[src/rtl/uart_pkg.sv]
// Shared types and helpers for the UART receive path.
// Optional macro UART_RX_PARITY_EN adds the PARITY state for 8E1 framing.
package uart_pkg;

  localparam int DEFAULT_CLKS_PER_BIT = 10417;

  typedef enum logic [2:0] {
    ST_IDLE,
    ST_START,
    ST_DATA,
`ifdef UART_RX_PARITY_EN
    ST_PARITY,
`endif
    ST_STOP,
    ST_BREAK
  } rx_state_t;

  // Returns 1 when the byte holds an odd number of ones.
  function automatic logic even_parity(input logic [7:0] d);
    return ^d;
  endfunction

endpackage

[src/rtl/uart_receiver_if.sv]
// Serial line plus received-byte strobes between the pad-side receiver and user logic.
interface uart_receiver_if;
  logic       RxD;
  logic [7:0] data;
  logic       valid;
  logic       frame_err;
  logic       parity_err;
  logic       busy;

  modport master (input RxD, output data, valid, frame_err, parity_err, busy);
  modport slave  (output RxD, input data, valid, frame_err, parity_err, busy);
endinterface

[src/rtl/uart_rx_baud_tick.sv]
// Bit-period counter for the receiver: half-bit tick for start alignment, full-bit tick for sampling.
module uart_rx_baud_tick #(
  parameter int CLKS_PER_BIT = 16
) (
  input  logic clk,
  input  logic rst,
  input  logic clr,
  output logic half_tick,
  output logic full_tick
);

  localparam int CNT_W = $clog2(CLKS_PER_BIT);
  localparam logic [CNT_W-1:0] HALF_LAST = CNT_W'(CLKS_PER_BIT / 2 - 1);
  localparam logic [CNT_W-1:0] FULL_LAST = CNT_W'(CLKS_PER_BIT - 1);

  logic [CNT_W-1:0] cnt;

  always_ff @(posedge clk) begin
    if (rst || clr) begin
      cnt <= '0;
    end else if (cnt == FULL_LAST) begin
      cnt <= '0;
    end else begin
      cnt <= cnt + 1'b1;
    end
  end

  assign half_tick = (cnt == HALF_LAST);
  assign full_tick = (cnt == FULL_LAST);

endmodule

[src/rtl/uart_receiver.sv]
// UART receiver: 8N1 frame recovery from an asynchronous RxD line with 1-cycle result strobes.
// Define UART_RX_PARITY_EN to receive 8E1 frames and report parity errors.
module uart_receiver
  import uart_pkg::*;
#(
  parameter int CLKS_PER_BIT = DEFAULT_CLKS_PER_BIT
) (
  input logic             clk,
  input logic             rst,
  uart_receiver_if.master bus
);

  rx_state_t  state, state_next;
  logic       rx_p0, rx_s;
  logic [2:0] bit_cnt;
  logic [7:0] shreg;
  logic [7:0] data_hold;
  logic       valid_pulse, ferr_pulse, perr_pulse;
  logic       valid_next, ferr_next, perr_next;
  logic       baud_clr, bit_clr, shift_en;
  logic       half_tick, full_tick;
`ifdef UART_RX_PARITY_EN
  logic       pbit;
  logic       pbit_load;
`endif

  uart_rx_baud_tick #(.CLKS_PER_BIT(CLKS_PER_BIT)) u_baud (
    .clk       (clk),
    .rst       (rst),
    .clr       (baud_clr),
    .half_tick (half_tick),
    .full_tick (full_tick)
  );

  always_ff @(posedge clk) begin
    if (rst) begin
      state <= ST_IDLE;
    end else begin
      state <= state_next;
    end
  end

  always_comb begin
    state_next = state;
    baud_clr   = 1'b0;
    bit_clr    = 1'b0;
    shift_en   = 1'b0;
    valid_next = 1'b0;
    ferr_next  = 1'b0;
    perr_next  = 1'b0;
`ifdef UART_RX_PARITY_EN
    pbit_load  = 1'b0;
`endif
    case (state)
      ST_IDLE: begin
        baud_clr = 1'b1;
        if (!rx_s) begin
          state_next = ST_START;
          bit_clr    = 1'b1;
        end
      end
      // Restarting the counter here puts every later full tick at a bit centre.
      ST_START: begin
        if (half_tick) begin
          baud_clr   = 1'b1;
          state_next = rx_s ? ST_IDLE : ST_DATA;
        end
      end
      ST_DATA: begin
        if (full_tick) begin
          shift_en = 1'b1;
          if (bit_cnt == 3'd7) begin
`ifdef UART_RX_PARITY_EN
            state_next = ST_PARITY;
`else
            state_next = ST_STOP;
`endif
          end
        end
      end
`ifdef UART_RX_PARITY_EN
      ST_PARITY: begin
        if (full_tick) begin
          pbit_load  = 1'b1;
          state_next = ST_STOP;
        end
      end
`endif
      // Leaving at the stop-bit centre lets a following start edge be caught with no idle gap.
      ST_STOP: begin
        if (full_tick) begin
          if (!rx_s) begin
            ferr_next  = 1'b1;
            state_next = ST_BREAK;
          end else begin
            state_next = ST_IDLE;
`ifdef UART_RX_PARITY_EN
            if (even_parity(shreg) ^ pbit) begin
              perr_next = 1'b1;
            end else begin
              valid_next = 1'b1;
            end
`else
            valid_next = 1'b1;
`endif
          end
        end
      end
      ST_BREAK: begin
        baud_clr = 1'b1;
        if (rx_s) begin
          state_next = ST_IDLE;
        end
      end
      default: state_next = ST_IDLE;
    endcase
  end

  always_ff @(posedge clk) begin
    if (rst) begin
      rx_p0       <= 1'b1;
      rx_s        <= 1'b1;
      bit_cnt     <= 3'd0;
      data_hold   <= 8'h00;
      valid_pulse <= 1'b0;
      ferr_pulse  <= 1'b0;
      perr_pulse  <= 1'b0;
    end else begin
      rx_p0       <= bus.RxD;
      rx_s        <= rx_p0;
      valid_pulse <= valid_next;
      ferr_pulse  <= ferr_next;
      perr_pulse  <= perr_next;
      if (bit_clr) begin
        bit_cnt <= 3'd0;
      end else if (shift_en) begin
        bit_cnt <= bit_cnt + 3'd1;
      end
      if (valid_next) begin
        data_hold <= shreg;
      end
    end
  end

  always_ff @(posedge clk) begin
    if (shift_en) begin
      shreg <= {rx_s, shreg[7:1]};
    end
`ifdef UART_RX_PARITY_EN
    if (pbit_load) begin
      pbit <= rx_s;
    end
`endif
  end

  assign bus.data      = data_hold;
  assign bus.valid     = valid_pulse;
  assign bus.frame_err = ferr_pulse;
  assign bus.busy      = (state != ST_IDLE);
`ifdef UART_RX_PARITY_EN
  assign bus.parity_err = perr_pulse;
`else
  assign bus.parity_err = 1'b0;
`endif

endmodule
[src/flat_wrapper.sv]
// flat-port wrapper written by rule: the top's interface ports become plain ports
module uart_receiver_flat import uart_pkg::*;
#(
  parameter int CLKS_PER_BIT = DEFAULT_CLKS_PER_BIT
)
  (clk, rst, bus_RxD, bus_data, bus_valid, bus_frame_err, bus_parity_err, bus_busy);
  uart_receiver_if bus_i ();
  input logic clk;
  input logic rst;
  input wire logic [$bits(bus_i.RxD)-1:0] bus_RxD;
  output wire logic [$bits(bus_i.data)-1:0] bus_data;
  output wire logic [$bits(bus_i.valid)-1:0] bus_valid;
  output wire logic [$bits(bus_i.frame_err)-1:0] bus_frame_err;
  output wire logic [$bits(bus_i.parity_err)-1:0] bus_parity_err;
  output wire logic [$bits(bus_i.busy)-1:0] bus_busy;
  assign bus_i.RxD = bus_RxD;
  assign bus_data = bus_i.data;
  assign bus_valid = bus_i.valid;
  assign bus_frame_err = bus_i.frame_err;
  assign bus_parity_err = bus_i.parity_err;
  assign bus_busy = bus_i.busy;
  uart_receiver #(.CLKS_PER_BIT(CLKS_PER_BIT)) u_core (.clk(clk), .rst(rst), .bus(bus_i));
endmodule
[config.mk]
export PLATFORM = sky130hd
export DESIGN_NAME = uart_receiver_flat
export DESIGN_NICKNAME = d
export VERILOG_FILES = /design/src/rtl/uart_pkg.sv /design/src/rtl/uart_receiver_if.sv /design/src/rtl/uart_rx_baud_tick.sv /design/src/rtl/uart_receiver.sv /design/src/flat_wrapper.sv
export SDC_FILE = /design/constraint.sdc
export NUM_CORES = 1
export LEC_CHECK = 0
export BUFFER_PORTS_ARGS = -buffer_cell sky130_fd_sc_hd__buf_4
export CAP_MARGIN = 20
export CORE_AREA = 2 2 72 47
export CTS_BUF_LIST = sky130_fd_sc_hd__clkbuf_8
export CTS_CLUSTER_SIZE = 8
export DETAILED_ROUTE_END_ITERATION = 8
export DIE_AREA = 0 0 74 49
export PLACE_DENSITY_LB_ADDON = 0.15
export SYNTH_ARGS = -nofsm -noshare
export SYNTH_HDL_FRONTEND = slang
export SYNTH_SLANG_ARGS = --single-unit
[constraint.sdc]
create_clock -name clk -period 2.44 [get_ports clk]
set_clock_uncertainty 0.15 [all_clocks]
set_input_delay 0.366 -clock clk [delete_from_list [all_inputs] [get_ports clk]]
set_output_delay 0.366 -clock clk [all_outputs]
set_load 0.03 [all_outputs]
==> impl_results.md, run 1 <==
- WP data required: between 2 and 3 ns
- Diode count: 0
- Sequential Power Share: 0.549
- Internal power: approximately 0.00098 W
- Wire per inst: 13.9 microns
- Initial DRC Count: 52
- Vias in the first global route: 1199
- Synth Register Bits: 40
- Worst setup SP type: register
- Slew @ Worst Pin: approximately 0.51 ns
- Gate Count Post-Synth: between 150 and 200
- RSZ-0062 raised after global routing: no
- Area Overhead vs Synth: 14.1%
- Share of post-route cells with drive strength above 1: 0.141
- Post-DRT Antenna Nets: 0
- Dpl ws: approximately 0.32 ns
- Synth unique cells: 37
- Power Density: roughly 640 nW/um^2
- Port buffer count: 13
- Final hold vios: 0
- Min cycle time layout: 2.14 ns
- Via density: around 5.4
- Worst Setup Path Type: register to register
- Leakage: 0.652 nW
- Average size of a mapped cell: 9.55 sq um
- Mapped Nets: roughly 180
- Setup tns final: 0 ns
- First-pass GRT wire length: about 5400 microns
- Hold_buf cts: 0
- Total Die Area: ~3600 sq um
- Sequential area share after synthesis: 0.524
- Final worst-path cycle share: 0.878
- Final nets: between 150 and 200
- Clk pwr share: 0.429
- Ports: 15
- Die Ht: ~49 microns
- Finish-stage setup viols: 0
- Worst slew margin: 0.656
- Post-synth ARST share: 0
- GRT overflow: 0
- Top cells by count, synth: dfxtp_1 (32), nor2_1 (20), nand3_1 (15)
- Switching Share: 0.205
- Root Buffer: clkbuf_8
- Largest net degree at the start of global routing: 18
- CTS tree: built
- Gr usage total: 0.201
- Worst path max stage delay: between 0.5 and 0.6 ns
- CP delay by family, top: simple AND/OR/NAND/NOR gates
- Mapped Area: around 1700 sq um
- Area leader, netlist: dfxtp_1
- Detail Placement HPWL: 2340 microns
- Yosys top cell area share: 0.381
- Clock Pin Slew Worst Setup and Hold Paths: 0.08 ns
- Filler cells: 251
- Critical path buffer and inverter count: 1
- Clk sinks: 40
- Initial DRT Pass Iterations: 4
- CP arrival: about 2.2 ns
- NetSw: approximately 0.00025 W
- FF+latch area: roughly 880 sq um
- Gpl congestion: 0.818
- Routed wire length: 3270 microns
- Peak supply drop: 0.000461 V
- YS warnings: 0
- Most numerous cell in the Yosys netlist: dfxtp_1
- Combinational Power Share: 0.022
- Footprint of the multi-input gates: 724 sq um
- Chip Width: between 70 and 80 microns
- Critical Path Slowest Stage Cell: and4_1
- Max Buffers Root-to-Sink: 2
- Status: finished, final reports clean
- Total power: between 0.001 and 0.0015 W
- H-tree depth: 2
- Post-CTS Setup Bufs: 0
- Hold WC Path Type: input pin to register
- Max cap viols: 0
- EDFF count, synth: 8
- Vias: around 1300
- DRC Markers: 0
- Max-slew violations: 0
- TritonCTS Buffers: 5
- Cts repair resizes: 0
- # rows: 16
- Synth area leaders: dfxtp_1 (38%), edfxtp_1 (14%), xnor2_1 (5.7%)
- Post-synth top flop: dfxtp_1
- Latest clock arrival within the worst-skew pair: roughly 0.29 ns
- Cell chain of the critical path: inv_1 -> ha_1 -> nor4bb_1 -> and4_1 -> nand2_1 -> nor3b_1
- Initial Utilization: 0.556
- Fmax: 0.467 GHz
- Worst-path fanout max: 12
- Core Region: between 3000 and 4000 sq um
- Setup ws final: 0.299 ns
- Antenna violations before repair: 0
- Critical path endpoint category: register
through the flow:
step	cell area, sq um	util	std cells	hold WS, ns
floorplan	1680	-	176	0.239
global placement	1810	0.598	228	0.253
detailed placement	1810	0.598	228	0.252
CTS	1920	0.635	236	0.101
global route	1920	0.635	236	0.112
finish	1920	0.635	236	0.107
final cells by class:
class	count	area share
Multi-Input combinational cell	120	0.377
Clock inverter	3	0.0222
Sequential cell	40	0.459
Clock buffer	5	0.0359
Timing Repair Buffer	16	0.0626
Inverter	7	0.0137
Tap cell	45	0.0293
cells in the final DEF (no fill, tap or decap), drive strengths merged, types with 3 or more instances in the layout:
master | netlist | routed
dfxtp | 32 | 32
nor2 | 20 | 20
buf | 4 | 16
nand3 | 15 | 15
a21oi | 12 | 12
xnor2 | 11 | 11
o21ai | 11 | 11
edfxtp | 8 | 8
nor3 | 7 | 7
inv | 7 | 7
nand2 | 7 | 7
clkbuf | 5 | 5
nand4 | 4 | 4
ha | 4 | 4
and4 | 3 | 3
and2 | 3 | 3
or2 | 3 | 3
per-layer routing:
layer / share of wire / wire, microns / vias up / GRT usage
li1: - / - / 646 / -
met1: 0.52 / 1690 / 602 / 0.291
met2: 0.42 / 1370 / 33 / 0.283
met3: 0.051 / 167 / 5 / 0.0558
met4: 0.015 / 48 / 0 / 0.0818
met5: 0 / 0 / - / 0
worst register-to-register path, stage by stage, from the launching register on:
cell and delay, ns:
dfxtp_1 0.36, inv_1 0.07, ha_1 0.13, nor4bb_1 0.42, and4_1 0.55, nand2_1 0.16
nor3b_1 0.22
power groups by stage:
stage          clock network (W)  registers (W)  logic [W]
6_report                0.000530       0.000679  0.0000276
5_1_grt                 0.000567       0.000680  0.0000311
4_1_cts                 0.000544       0.000679  0.0000276
3_5_place_dp                   0       0.000695  0.0000276
3_3_place_gp                   0       0.000694  0.0000269
2_1_floorplan                  0       0.000691  0.0000245
sequential cells by signal (all words and copies together) (netlist names):
name,cells
u_core.u_baud.cnt,14
u_core.bit_cnt,3
u_core.state,3
u_core.shreg,8
u_core.rx_p0,1
u_core.bus.frame_err,1
u_core.bus.valid,1
u_core.bus.data,8
u_core.rx_s,1
kinds of logic after synthesis:
group,Yosys count,share of synthesized area
AND/OR/NAND/NOR,74,0.238
other,1,0.00223
flip-flops,40,0.524
AO/OA/AOI/OAI,29,0.0982
XOR/XNOR,12,0.0625
buffers and inverters,16,0.0454
adder cells (fa/ha/maj),4,0.0298
final timing paths:
| check | startpoint | endpoint | slack, ns | cells past startpoint |
|---|---|---|---|---|
| worst max-delay path | u_core.u_baud.cnt[0] | u_core.bus.valid | 0.30 | 6 |
| worst min-delay path | bus_RxD | u_core.rx_p0 | 0.11 | 2 |
| worst min register to register | u_core.rx_p0 | u_core.rx_s | 0.27 | 1 |
| worst max register to register | u_core.u_baud.cnt[0] | u_core.bus.valid | 0.30 | 6 |
(Power assumes the default switching activity.)
==> run 2: changes to the inputs <==
--- a/config.mk
+++ b/config.mk
@@ -7,12 +7,14 @@
 export LEC_CHECK = 0
 export BUFFER_PORTS_ARGS = -buffer_cell sky130_fd_sc_hd__buf_4
 export CAP_MARGIN = 20
-export CORE_AREA = 2 2 72 47
+export CORE_AREA = 2 2 57 59
 export CTS_BUF_LIST = sky130_fd_sc_hd__clkbuf_8
+export CTS_CLUSTER_DIAMETER = 120
 export CTS_CLUSTER_SIZE = 8
 export DETAILED_ROUTE_END_ITERATION = 8
-export DIE_AREA = 0 0 74 49
+export DIE_AREA = 0 0 59 61
 export PLACE_DENSITY_LB_ADDON = 0.15
 export SYNTH_ARGS = -nofsm -noshare
 export SYNTH_HDL_FRONTEND = slang
+export SYNTH_HIERARCHICAL = 1
 export SYNTH_SLANG_ARGS = --single-unit
==> impl_results.md, run 2 <==
- Filler cells: 254 (+1.2%)
- Post-synth ARST share: 0 (unchanged)
- Synth Register Bits: 40 (unchanged)
- Power Density: 586 nW/um^2 (-9.1%)
- Diode count: 0 (unchanged)
- Clk sinks: 40 (unchanged)
- Die Ht: 61 microns (+24%)
- Leakage: 0.653 nW (about the same)
- Switching Share: 0.206 (+0.00111)
- Met2 Track Usage GR: 0.290 (+0.00774)
- Fmax: 0.464 GHz (-0.74%)
- Final worst-path cycle share: 0.884 (+0.00650)
- Global route hottest layer: met2
- Vias: 1186 (-7.8%)
- Critical path endpoint category: register
- Finish-stage setup viols: 0 (unchanged)
- Max Buffers Root-to-Sink: 2 (unchanged)
- CP arrival: 2.18 ns (-0.02 ns)
- WP data required: 2.46 ns (-0.04 ns)
- Chip Width: 59 microns (-20%)
- Average size of a mapped cell: 10.4 sq um (+8.6%)
- TritonCTS Buffers: 5 (unchanged)
- Max-slew violations: 0 (unchanged)
- Core Region: 2950 sq um (-2.3%)
- Gr usage total: 0.189 (-0.0125)
- Sequential area share after synthesis: 0.518 (-0.00616)
- M3 GR Usage: 0.0512 (-0.00461)
- YS warnings: 6 (+6)
- Gpl congestion: 0.850 (+3.9%)
- CTS tree: built
- Max cap viols: 0 (unchanged)
- Hold WC Path Type: input pin to register
- Largest net degree at the start of global routing: 26 (+8)
- Post-DRT Antenna Nets: 0 (unchanged)
- Leading cell types in the layout, fill and taps excluded: dfxtp_1 (32), nor2_1 (18), buf_4 (16)
- Mapped Area: 1700 sq um (+1.2%)
- Worst slew margin: 0.641 (-0.0143)
- DRC Markers: 0 (unchanged)
- Most numerous cell in the Yosys netlist: dfxtp_1
- Largest register by flop count: u_core/u_baud/cnt
- Top cells by count, synth: dfxtp_1 (32), nor2_1 (18), nand2b_1 (9)
- First-pass GRT wire length: 4970 microns (-8.6%)
- Antenna violations before repair: 0 (unchanged)
- Setup tns final: 0 ns (unchanged)
- Synth unique cells: 37 (unchanged)
- Wire per inst: 13.8 microns (-0.33%)
- Footprint of the multi-input gates: 748 sq um (+3.3%)
- Initial Utilization: 0.576 (+0.0200)
- Final hold vios: 0 (unchanged)
- Vias in the first global route: 1114 (-7.1%)
- NetSw: 0.000227 W (-10%)
- Internal power: 0.000877 W (-11%)
- Hold_buf cts: 0 (unchanged)
- RSZ-0062 raised after global routing: no
- Mapped Nets: 171 (-6.6%)
- Max reg flops: 14 (unchanged)
- Worst hold path cell count: 2 (unchanged)
- EDFF count, synth: 8 (unchanged)
- Status: finished, final reports clean
- Gate Count Post-Synth: 164 (-6.8%)
- Met1 global-route usage: 0.243 (-0.0484)
- Initial DRT Pass Iterations: 4 (unchanged)
- Reg-to-reg critical path startpoint: u_core/u_baud/cnt[10]
- FF+latch area: 881 sq um (unchanged)
- Hold_sp: bus_RxD
- Synth area leaders: dfxtp_1 (38%), edfxtp_1 (14%), nand4b_1 (4.1%)
- Detail Placement HPWL: 1950 microns (-16%)
- Clk pwr share: 0.359 (-0.070)
- Via density: 5.62 (+3.2%)
- Port buffer count: 13 (unchanged)
- Total Die Area: 3600 sq um (-0.74%)
- Final nets: 184 (-6.6%)
- Root Buffer: clkbuf_8
- Clock Pin Slew Worst Setup and Hold Paths: 0.07 ns (about the same)
- # rows: 20 (+4)
- Worst-path fanout max: 14 (+2)
- Area Overhead vs Synth: 10.8%
- H-tree depth: 2 (unchanged)
- Slew @ Worst Pin: 0.537 ns (+0.0277 ns)
- Min cycle time layout: 2.16 ns (+0.0159 ns)
- GRT overflow: 0 (unchanged)
- Area leader, netlist: dfxtp_1
- Most common cell after layout, fill and taps aside: dfxtp_1
- Setup crit start: u_core/u_baud/cnt[10]
- Latest clock arrival within the worst-skew pair: 0.28 ns (about the same)
- Ports: 15 (unchanged)
- Initial DRC Count: 50 (-3.8%)
- Final core occ: 0.639 (+0.00362)
- Sequential Power Share: 0.615 (+0.066)
- Post-synth top flop: dfxtp_1
- Worst setup SP type: register
- Peak supply drop: 0.000361 V (-22%)
- Worst-case reg-to-reg path depth: 8 (+2)
- Post-CTS Setup Bufs: 0 (unchanged)
- Cts repair resizes: 0 (unchanged)
- Share of post-route cells with drive strength above 1: 0.163 (+0.0216)
- Combinational Power Share: 0.026 (+0.004)
- Worst Setup Path Type: register to register
- Yosys top cell area share: 0.376 (-0.00448)
- Routed wire length: 2910 microns (-11%)
-- run 2: metrics by stage --
| stage | power (W) | instances | setup slack (ns) | hold WS, ns | area [sq um] |
|---|---|---|---|---|---|
| 5_1_grt | 0.00115 | 211 | 0.0145 | 0.101 | 1890 |
| 4_1_cts | 0.00112 | 211 | 0.304 | 0.106 | 1890 |
| 6_report | 0.00110 | 211 | 0.283 | 0.115 | 1890 |
| 3_5_place_dp | 0.000723 | 203 | 0.308 | 0.250 | 1810 |
| 3_3_place_gp | 0.000722 | 203 | 0.392 | 0.243 | 1810 |
| 2_1_floorplan | 0.000716 | 164 | 0.426 | 0.239 | 1700 |
-- run 2: layout make-up --
type,instances,share of cell area
Multi-Input combinational cell,110,0.397
Timing Repair Buffer,16,0.0637
Clock inverter,3,0.00597
Sequential cell,40,0.467
Tap cell,33,0.0219
Inverter,4,0.00796
Clock buffer,5,0.0365
-- run 2: final timing paths --
path,endpoint,slack (ns)
worst max-delay path,u_core/u_baud/cnt[5],0.28
worst min-delay path,u_core/rx_p0,0.12
worst min register to register,u_core/rx_s,0.27
worst max register to register,u_core/u_baud/cnt[5],0.28
-- run 2: kinds of logic (layout without fill, tap and decap cells) --
| kind of cell | count (synthesis) | in the layout | synth area share |
|---|---|---|---|
| xor+xnor | 14 | 14 | 0.0721 |
| buf+inv | 14 | 28 | 0.0463 |
| other cells | 1 | 1 | 0.00220 |
| simple gates | 76 | 76 | 0.271 |
| flops | 40 | 40 | 0.518 |
| fa+ha+maj | 4 | 4 | 0.0294 |
| mux | 3 | 3 | 0.0250 |
| compound gates | 12 | 12 | 0.0368 |
-- run 2: layer usage --
layer | up-vias | part of all wire
met3 | 2 | 0.037
met4 | 0 | 0.012
met1 | 569 | 0.49
met5 | - | 0
li1 | 592 | -
met2 | 23 | 0.46
-- run 2: critical path, stage by stage, from the launching register on --
cell and delay [ns]:
dfxtp_1 0.43, nor4b_1 0.27, nand2_1 0.09, nor4_1 0.46
nand2b_1 0.11, a21oi_1 0.15, or3_1 0.12, buf_4 0.20
nor2_1 0.07
-- run 2: power by group through the flow --
stage / Sequential [W] / Clock, W / Combinational [W]
after floorplan: 0.000692 / 0 / 0.0000246
after global placement: 0.000694 / 0 / 0.0000276
after detailed placement: 0.000695 / 0 / 0.0000284
after CTS: 0.000679 / 0.000412 / 0.0000285
after global routing: 0.000680 / 0.000435 / 0.0000309
final: 0.000680 / 0.000397 / 0.0000283
